===== src/rtl/dmem_wait_pkg.sv =====
// Shared definitions for the wait-state data memory: access size codes,
// controller states, the captured request record and a size helper.
package dmem_wait_pkg;

  localparam logic [1:0] SZ_BYTE = 2'b00;
  localparam logic [1:0] SZ_HALF = 2'b01;
  localparam logic [1:0] SZ_WORD = 2'b10;

  typedef enum logic [1:0] {
    IDLE = 2'd0,
    WAIT = 2'd1,
    RESP = 2'd2
  } state_t;

  typedef struct packed {
    logic        write;
    logic [1:0]  size;
    logic        sext;
    logic [31:0] addr;
    logic [31:0] wdata;
  } req_t;

  // Number of bytes touched by an access; the illegal code is treated as a
  // word so the range check stays well defined (it faults anyway).
  function automatic logic [2:0] size_bytes(input logic [1:0] size);
    logic [2:0] n;
    case (size)
      SZ_BYTE: n = 3'd1;
      SZ_HALF: n = 3'd2;
      default: n = 3'd4;
    endcase
    return n;
  endfunction

endpackage


===== src/rtl/dmem_byte_array.sv =====
// Byte-addressable storage organised as 32-bit rows with four byte-lane
// write enables. Lane 0 is the lowest byte address and sits in bits 31:24
// (big-endian). Write and read are both synchronous; contents are not reset.
module dmem_byte_array #(
  parameter int unsigned DEPTH_BYTES = 256,
  parameter int unsigned WA          = 6
) (
  input  logic          clk,
  input  logic [3:0]    wr_be,
  input  logic          rd_en,
  input  logic [WA-1:0] word_addr,
  input  logic [31:0]   wr_data,
  output logic [31:0]   rd_data
);

  localparam int unsigned NWORDS = DEPTH_BYTES / 4;

  logic [0:3][7:0] mem [NWORDS];
  logic [0:3][7:0] wr_lanes;

  // Reinterpret the right-justified write bus as four big-endian lanes.
  always_comb begin
    wr_lanes = wr_data;
  end

  // Per-lane write and registered row read.
  always_ff @(posedge clk) begin
    for (int unsigned i = 0; i < 4; i++) begin
      if (wr_be[i]) begin
        mem[word_addr][2'(i)] <= wr_lanes[2'(i)];
      end
    end
    if (rd_en) begin
      rd_data <= mem[word_addr];
    end
  end

endmodule


===== src/rtl/dmem_wait.sv =====
// Data memory with a configurable number of wait states. One request is in
// flight at a time: IDLE accepts, WAIT burns WAIT_CYCLES edges, RESP emits a
// one-cycle response. Stores commit and loads read on the edge entering RESP.
module dmem_wait
  import dmem_wait_pkg::*;
#(
  parameter int unsigned DEPTH_BYTES = 256,
  parameter int unsigned WAIT_CYCLES = 1
) (
  input  logic        clk,
  input  logic        rst_n,
  input  logic        req_valid,
  output logic        req_ready,
  input  logic        req_write,
  input  logic [1:0]  req_size,
  input  logic        req_signed,
  input  logic [31:0] req_addr,
  input  logic [31:0] req_wdata,
  output logic        resp_valid,
  output logic [31:0] resp_rdata,
  output logic        resp_err
);

  localparam int unsigned AW        = $clog2(DEPTH_BYTES);
  localparam int unsigned WA        = (AW > 2) ? AW - 2 : 1;
  localparam logic [2:0]  WAIT_LAST = (WAIT_CYCLES == 0) ? 3'd0 : 3'(WAIT_CYCLES - 1);

  state_t        state, state_nxt;
  logic [2:0]    wait_cnt;
  logic          ready_q;
  req_t          cap_q;
  req_t          live;
  req_t          cur;
  logic          accept;
  logic          enter_resp;
  logic          fault;
  logic [32:0]   last_byte;
  logic [3:0]    mem_be;
  logic          mem_re;
  logic [WA-1:0] word_addr;
  logic [31:0]   wr_word;
  logic [31:0]   rd_word;
  logic          err_q;
  logic [31:0]   hold_q;
  logic [31:0]   fmt;
  logic [7:0]    sel_byte;
  logic [15:0]   sel_half;

  // The live request fields, bundled for capture.
  always_comb begin
    live.write = req_write;
    live.size  = req_size;
    live.sext  = req_signed;
    live.addr  = req_addr;
    live.wdata = req_wdata;
  end

  // With zero wait states the memory access happens on the accepting edge,
  // before the capture register is loaded, so IDLE looks at the live fields.
  // The result is identical to evaluating the captured copy.
  always_comb begin
    cur = (state == IDLE) ? live : cap_q;
  end

  // Fault detection: illegal size, misalignment, or running past the end.
  always_comb begin
    last_byte = {1'b0, cur.addr} + {30'b0, size_bytes(cur.size)} - 33'd1;
    fault = (cur.size == 2'b11)
          | ((cur.size == SZ_HALF) & cur.addr[0])
          | ((cur.size == SZ_WORD) & (cur.addr[1:0] != 2'b00))
          | (last_byte >= 33'(DEPTH_BYTES));
  end

  // Controller state register.
  always_ff @(posedge clk or negedge rst_n) begin
    if (!rst_n) begin
      state <= IDLE;
    end else begin
      state <= state_nxt;
    end
  end

  // Next-state and handshake outputs.
  always_comb begin
    state_nxt  = state;
    req_ready  = 1'b0;
    resp_valid = 1'b0;
    accept     = 1'b0;
    enter_resp = 1'b0;
    case (state)
      IDLE: begin
        req_ready = ready_q;
        if (req_valid && ready_q) begin
          accept = 1'b1;
          if (WAIT_CYCLES == 0) begin
            state_nxt  = RESP;
            enter_resp = 1'b1;
          end else begin
            state_nxt = WAIT;
          end
        end
      end
      WAIT: begin
        if (wait_cnt == WAIT_LAST) begin
          state_nxt  = RESP;
          enter_resp = 1'b1;
        end
      end
      RESP: begin
        resp_valid = 1'b1;
        state_nxt  = IDLE;
      end
      default: state_nxt = IDLE;
    endcase
  end

  // Wait-state counter, cleared whenever not waiting.
  always_ff @(posedge clk or negedge rst_n) begin
    if (!rst_n) begin
      wait_cnt <= '0;
    end else if (state == WAIT && wait_cnt != WAIT_LAST) begin
      wait_cnt <= wait_cnt + 3'd1;
    end else begin
      wait_cnt <= '0;
    end
  end

  // Ready is held low through reset and rises on the first edge after it.
  always_ff @(posedge clk or negedge rst_n) begin
    if (!rst_n) begin
      ready_q <= 1'b0;
    end else begin
      ready_q <= 1'b1;
    end
  end

  // Request capture at acceptance.
  always_ff @(posedge clk or negedge rst_n) begin
    if (!rst_n) begin
      cap_q <= '0;
    end else if (accept) begin
      cap_q <= live;
    end
  end

  // Memory control: lane enables and replicated store data for the access.
  always_comb begin
    mem_be    = '0;
    mem_re    = 1'b0;
    wr_word   = cur.wdata;
    word_addr = WA'(cur.addr >> 2);
    case (cur.size)
      SZ_BYTE: wr_word = {4{cur.wdata[7:0]}};
      SZ_HALF: wr_word = {2{cur.wdata[15:0]}};
      default: wr_word = cur.wdata;
    endcase
    if (enter_resp && !fault) begin
      if (cur.write) begin
        case (cur.size)
          SZ_BYTE: mem_be = 4'b0001 << cur.addr[1:0];
          SZ_HALF: mem_be = 4'b0011 << cur.addr[1:0];
          default: mem_be = 4'b1111;
        endcase
      end else begin
        mem_re = 1'b1;
      end
    end
  end

  dmem_byte_array #(
    .DEPTH_BYTES (DEPTH_BYTES),
    .WA          (WA)
  ) u_mem (
    .clk       (clk),
    .wr_be     (mem_be),
    .rd_en     (mem_re),
    .word_addr (word_addr),
    .wr_data   (wr_word),
    .rd_data   (rd_word)
  );

  // Error flag is fixed when the access is performed and held afterwards.
  always_ff @(posedge clk or negedge rst_n) begin
    if (!rst_n) begin
      err_q <= 1'b0;
    end else if (enter_resp) begin
      err_q <= fault;
    end
  end

  // Load result alignment and extension from the registered memory row.
  always_comb begin
    case (cap_q.addr[1:0])
      2'd0:    sel_byte = rd_word[31:24];
      2'd1:    sel_byte = rd_word[23:16];
      2'd2:    sel_byte = rd_word[15:8];
      default: sel_byte = rd_word[7:0];
    endcase
    sel_half = cap_q.addr[1] ? rd_word[15:0] : rd_word[31:16];
    case (cap_q.size)
      SZ_BYTE: fmt = cap_q.sext ? {{24{sel_byte[7]}}, sel_byte} : {24'b0, sel_byte};
      SZ_HALF: fmt = cap_q.sext ? {{16{sel_half[15]}}, sel_half} : {16'b0, sel_half};
      SZ_WORD: fmt = rd_word;
      default: fmt = '0;
    endcase
    if (err_q || cap_q.write) begin
      fmt = '0;
    end
  end

  // Keep the last response data visible outside RESP.
  always_ff @(posedge clk or negedge rst_n) begin
    if (!rst_n) begin
      hold_q <= '0;
    end else if (state == RESP) begin
      hold_q <= fmt;
    end
  end

  // Response outputs.
  always_comb begin
    resp_rdata = (state == RESP) ? fmt : hold_q;
    resp_err   = err_q;
  end

endmodule


===== config.mk =====
export PLATFORM = sky130hd
export DESIGN_NAME = dmem_wait
export DESIGN_NICKNAME = d
export VERILOG_FILES = /design/src/rtl/dmem_wait_pkg.sv /design/src/rtl/dmem_byte_array.sv /design/src/rtl/dmem_wait.sv
export SDC_FILE = /design/constraint.sdc
export NUM_CORES = 2
export LEC_CHECK = 0
export CORE_MARGIN = 3
export CORE_UTILIZATION = 57
export CTS_BUF_LIST = sky130_fd_sc_hd__clkbuf_4 sky130_fd_sc_hd__clkbuf_8
export DETAILED_ROUTE_END_ITERATION = 10
export PLACE_DENSITY_LB_ADDON = 0.1
export SLEW_MARGIN = 30
export SYNTH_ARGS = -nofsm -noshare
export SYNTH_HDL_FRONTEND = slang
export SYNTH_HIERARCHICAL = 1
export SYNTH_SLANG_ARGS = --single-unit

===== constraint.sdc =====
create_clock -name clk -period 6.5 [get_ports clk]
set_input_delay 0.65 -clock clk [delete_from_list [all_inputs] [get_ports clk]]
set_output_delay 0.65 -clock clk [all_outputs]
set_load 0.005 [all_outputs]

[Yosys cells after proc, flatten, opt, wreduce, memory -nomap -nowiden]
Memory sizes are Yosys's and may differ from the RTL's. A register that Yosys moved wholly into a read port is not among the register bits.
Index checks and enable logic that the tools add are counted.
Widths: inputs -> output; s select.
Word-level totals
  bits in registers: 107
  bits in writable memories: 2048
  input bits: 71
  output and inout port bits: 35
  word-level logic and storage cells: 79
  memories kept: 1
Cells by class
  add/sub/neg operators: 3
  order comparisons: 1
  eq/ne operators: 11
  shifts and indexed selects: 2
  mux-type cells: 33
  bitwise logic cells: 5
  reduce and logical (&&, ||, !) cells: 13
Memories
  u_mem.mem: depth 64, width 32, read ports 1, clocked after Yosys merged registers in 1, wr ports 1, line dmem_byte_array.sv:18  | logic [0:3][7:0] mem [NWORDS];
Operator list (count)
  $mux 32: 4
  $pmux 32 s3: 1
  $mux 68: 1
  $pmux 32 s2: 1
  $add 32x3->33: 1
  $ge 33x9->1 const B: 1
  $sub 33x1->33 const B: 1
  $pmux 8 s3: 1
  $mux 1: 16
  $mux 16: 1
  $eq 2x2->1 const B: 5
  $eq 2x1->1 const B: 4
  $logic_not 2->1: 4
  $mux 4: 2
  $pmux 4 s2: 1
  $pmux 3 s2: 1
  $mux 2: 2
  $pmux 2 s2: 1
  $shl 1x2->4 const A: 1
  $shl 2x2->4 const A: 1
  $add 3x1->3 const B: 1
  $logic_and 1x1->1: 3
  $logic_not 3->1: 1
  $mux 3: 1
  9 further kinds: 12

[Logic depth before layout (Yosys ltp)]
  depth after elaboration: 13
  mapped depth: 25
  depth with buffers taken out: 20

[Hierarchy]
The synthesis kept the hierarchy.
Modules (own cells, without submodules)
  dmem_byte_array: times used 1, cells an instance 4481, area each 79319.8 µm², seq. area each 62459.9 µm²
  dmem_wait: times used 1, cells an instance 881, area each 8066.5 µm², seq. area each 2677.6 µm²

[Worst setup path after synthesis]
No wires, ideal clock.
  path kind: reg-to-reg
  from: reg state[1]
  to: mem u_mem/mem[0][0] (netlist name), enable pin
  arrival: 5414 ps
  required time: 6130 ps
  setup slack: 715 ps
  stages on the path, launching flop included: 20
  path buffers: 4
  period minus slack after synthesis: 5785 ps
  path through: dfrtp_1 > nor2_1 > clkbuf_1 > clkbuf_1 > buf_1 > mux2i_1 > inv_1 > ha_1 > nand2_1 > nor2_1 > a311oi_2 > nor3_1 > o21a_1 > or4_4 > a2111oi_4 > nand4_1 > a21oi_1 > buf_1 > nand2_1 > nor2_1
RTL lines
  start: declaration: line dmem_wait.sv:28  | state_t state, state_nxt;
  start signal: assignment: line dmem_wait.sv:79  | state <= state_nxt;
  end: declaration: line dmem_byte_array.sv:18

[Final worst setup path]
  from: reg state[1]
  to: mem u_mem/mem[0][0] (netlist name), enable pin
Between the ends
  cells in the longest elaborated chain, start to end: 13
Ends and longest elaborated chain
  $logic_not 2->1: line dmem_wait.sv:62  | cur = (state == IDLE) ? live : cap_q;
  $mux 68: line dmem_wait.sv:62
  $eq 2x1->1 / $logic_not 2->1 (equally long branches): line dmem_wait_pkg.sv:27, dmem_wait.sv:69, dmem_wait.sv:159
  $pmux 3 s2: line dmem_wait_pkg.sv:27  | case (size)
  $add 32x3->33: line dmem_wait.sv:67  | last_byte = {1'b0, cur.addr} + {30'b0, size_bytes(cur.size)} - 33'd1;
  $sub 33x1->33: line dmem_wait.sv:67
  $ge 33x9->1: line dmem_wait.sv:71  | | (last_byte >= 33'(DEPTH_BYTES));
  $or 1x1->1: line dmem_wait.sv:71
  $logic_not 1->1: line dmem_wait.sv:157  | if (enter_resp && !fault) begin
  $logic_and 1x1->1: line dmem_wait.sv:157
  $mux 4 (*): line dmem_wait.sv:157
  named net mem_be[3]: line dmem_wait.sv:38  | logic [3:0] mem_be;
  $mux 1 (*): line dmem_byte_array.sv:29  | if (wr_be[i]) begin
  $mux 1 (implied by the code) (*): line dmem_byte_array.sv:30  | mem[word_addr][2'(i)] <= wr_lanes[2'(i)];
The timed path passes the listed nets; every way through them passes the cells marked *.

==> summary.txt <==
status = completed
Fin Setup TNS = 0 ns
most used cell, CP = buf_4
reg2reg setup slack = 0.49 ns
Synth Instances = 5362
CTS Hold Buffers Added = 1
dpl hpwl = 164000 µm
max-slew violations = 0
combinational group share of total power = 17.7%
WP data arrival = 6.73 ns
Final Setup Violations = 0
initial core utilization = 57.5%
P_leak = 33.7 nW
Synth top area share = 71.5%
initial antenna violation count = 12
unrepaired setup endpoints after global routing = no
vias in the first global route = 53600
# Max-Cap Violations = 0
final hold violation count = 0
Net Sw Power = 9.53 mW
yosys warns = 6
clock transition at the registers of the reported paths = 0.06 ns
die boundary width = 398 µm
syn nets = 5470
gpl congestion = 0.926
Synth cell types = 89
FP Rows = 143
Clock Tree Root = clkbuf_8
WL final = 264000 µm
post-DR vias/cell = 6.73
xor/xnor share of the synthesized area = 0.0902%
Die H = 398 µm
Post-Route Skew = 0.0777 ns
H-tree depth = 5
CTS buffer count = 354
clock buffer depth = 4
DR pass1 iterations = 6
top cell type by total area after synthesis = edfxtp_1
post-synthesis sequential area ratio = 74.5%
most frequent cells in the layout = 2080 x edfxtp_1, 482 x buf_4, 476 x nor2_1, 362 x clkbuf_8, 289 x mux2i_1
maximum VDD drop = 0.000202 V
Reg power frac = 48.7%
Final WS setup = 0.488 ns
layout cells sized above 1 = 21.1%
Tcrit/Tclk final = 92.5%
Startpoint Class = flop
Min-Delay Path Class = in -> async
dpl cells = 7612
ys flop type = edfxtp_1
achievable frequency = 0.166 GHz
hold_ws = 0.232 ns
Iter 0 DRT Violations = 8196
NumNets Final = 6051
Avg WL per Cell = 32.1 µm
post-route cell area = 100000 µm²
Slowest-stage cell, CP = mux2i_1
largest family of logic cells by synthesized area = compound AO/OA/AOI/OAI gates
Num Clock Sinks = 2187
post-synthesis mux area share = 6.94%
Int Power = 24.0 mW
synthesized cell area = 87400 µm²
largest net degree at the start of global routing = 104
Post-synth EDFFs = 2080
total number of vias = 55300
Setup CP Type = reg -> reg
full die area = 158000 µm²
Critical Path Sink Type = flop
CP Max Fanout = 10
Synth Area in Compound Gates = 11.4%
worst-margin pin slew = 1.05 ns
CP max stage delay = 0.49 ns
# resized after CTS = 0
synthesized flop and latch total = 2187
Power Dens Cells = 334 nW/µm²
crit-path cells = nor2_4, mux2i_1, ha_1, inv_1, ha_1, inv_1, fa_1, nor2b_1, o31ai_2, buf_4, a211o_1, and2_1, xnor2_1, a2111o_1, a2111oi_4, nand4_1, buf_4, a21oi_1, buf_4, nand2_1, nor2_1, buf_4
clk_lat worst skew = 1.03 ns
postcts setup bufs = 0
Finished Layout Cells = 8214
slew margin rel. = 30.0%
first-pass GRT wire length = 376000 µm
drc violations = 0
commonest non-fill, non-tap cell in the layout = edfxtp_1
gr usage total = 33.2%
port bufs = 105
Reg2Reg Depth = 22
Total Power = 33.5 mW
grt total ovfl = 0
Final ANT Viol Nets = 0
Switching Share = 28.4%
post-synthesis simple-gate area fraction = 4.12%
largest cells by area after synthesis = edfxtp_1 71%, mux2i_1 3.3%, dfrtp_1 3.1%, a221oi_1 2.9%, a22oi_1 2.4%
min Tclk post-route = 6.01 ns
Place WS = 0.315 ns
io pins = 106
Post-synth ARST share = 4.89%
DP Area = 93600 µm²
CTS tree = built
adder-cell share of the synthesized area = 0.538%
synthesis-to-finish area growth = 14.7%
Synth Area per Inst = 16.3 µm²
post-route core utilization = 65.9%
clock group share of total power = 33.7%
CORE AREA = 152000 µm²
Crit path required time = 7.22 ns
cell families (layout without fill, tap and decap cells):
family | Yosys count | after routing
fa+ha+maj | 37 | 37
compound gates | 1372 | 1372
xor+xnor | 9 | 9
mux | 491 | 491
simple gates | 826 | 826
buf+inv | 439 | 1255
flops | 2187 | 2187
other cells | 1 | 7
sequential cells by signal (all words and copies together), names as in the netlist:
| name | cells |
|---|---|
| u_mem/rd_data | 32 |
| ready_q | 1 |
| cap_q | 68 |
| hold_q | 32 |
| resp_err | 1 |
| state | 2 |
| u_mem/mem | 2048 |
| wait_cnt | 3 |
layout make-up:
class | instances | area [µm²]
Sequential cell | 2187 | 65100
Fill cell | 10600 | 51800
Multi-Input combinational cell | 2736 | 20600
Clock buffer | 467 | 5770
Timing Repair Buffer | 610 | 5170
Tap cell | 2030 | 2540
Clock inverter | 124 | 746
Inverter | 54 | 223
Antenna cell | 6 | 15.0
power by group through the flow:
stage	clock network, mW	registers (mW)	logic [mW]
CTS	11.4	16.3	5.78
finish	11.3	16.3	5.93
floorplan	0	16.7	3.21
detailed placement	0	16.6	5.77
global placement	0	16.6	5.70
global route	12.0	16.3	6.17
Yosys cell counts, types with 7 or more instances:
cell type	number
and3_1	20
mux2i_1	291
nor4_1	9
buf_6	24
buf_1	42
or4_1	17
nand4_1	25
clkbuf_1	184
o2111ai_1	14
buf_2	105
dfrtp_1	107
buf_4	29
a211oi_1	19
inv_1	50
mux2_1	9
nand2_1	150
edfxtp_1	2080
nor2b_1	13
a221o_1	30
a21o_1	13
mux4_2	80
o22ai_1	163
a222oi_1	15
a21oi_1	156
nor3_1	37
nor2_1	486
mux2_2	111
a221oi_1	288
o21ai_0	190
o221ai_1	56
o211a_1	14
a22o_1	30
a22oi_1	277
and2_1	9
a31oi_1	27
o21a_1	11
nand3_1	12
nand2b_1	9
or3_1	8
o211ai_1	8
ha_1	36
o32ai_1	7
critical path, delay by kind of cell, from the launching register on:
| kind | cells | cell delay, ns |
|---|---|---|
| flops | 1 | 0.47 |
| mux | 1 | 0.49 |
| compound gates | 5 | 1.24 |
| fa+ha+maj | 3 | 0.86 |
| buf+inv | 6 | 1.05 |
| xor+xnor | 1 | 0.13 |
| simple gates | 6 | 1.50 |
final timing paths:
check | from | to
setup / recovery | state[1] | u_mem/mem[0][0]
hold / removal | rst_n | cap_q[25]
setup reg to reg | state[1] | u_mem/mem[0][0]
hold reg to reg | wait_cnt[0] | wait_cnt[0]
max in group asynchronous | rst_n | hold_q[28]
min in group clk | req_wdata[30] | cap_q[30]
routing by layer:
layer | wire, µm | up-vias | GRT usage [%] | share of wire, %
li1 | - | 23000 | - | -
met1 | 99600 | 27800 | 46.2 | 38
met2 | 119000 | 3819 | 50.2 | 45
met3 | 31400 | 724 | 7.81 | 12
met4 | 13600 | 2 | 15.5 | 5.1
met5 | 13 | - | 0 | 0.0049
Note: power is estimated with default switching activity, not from simulation.
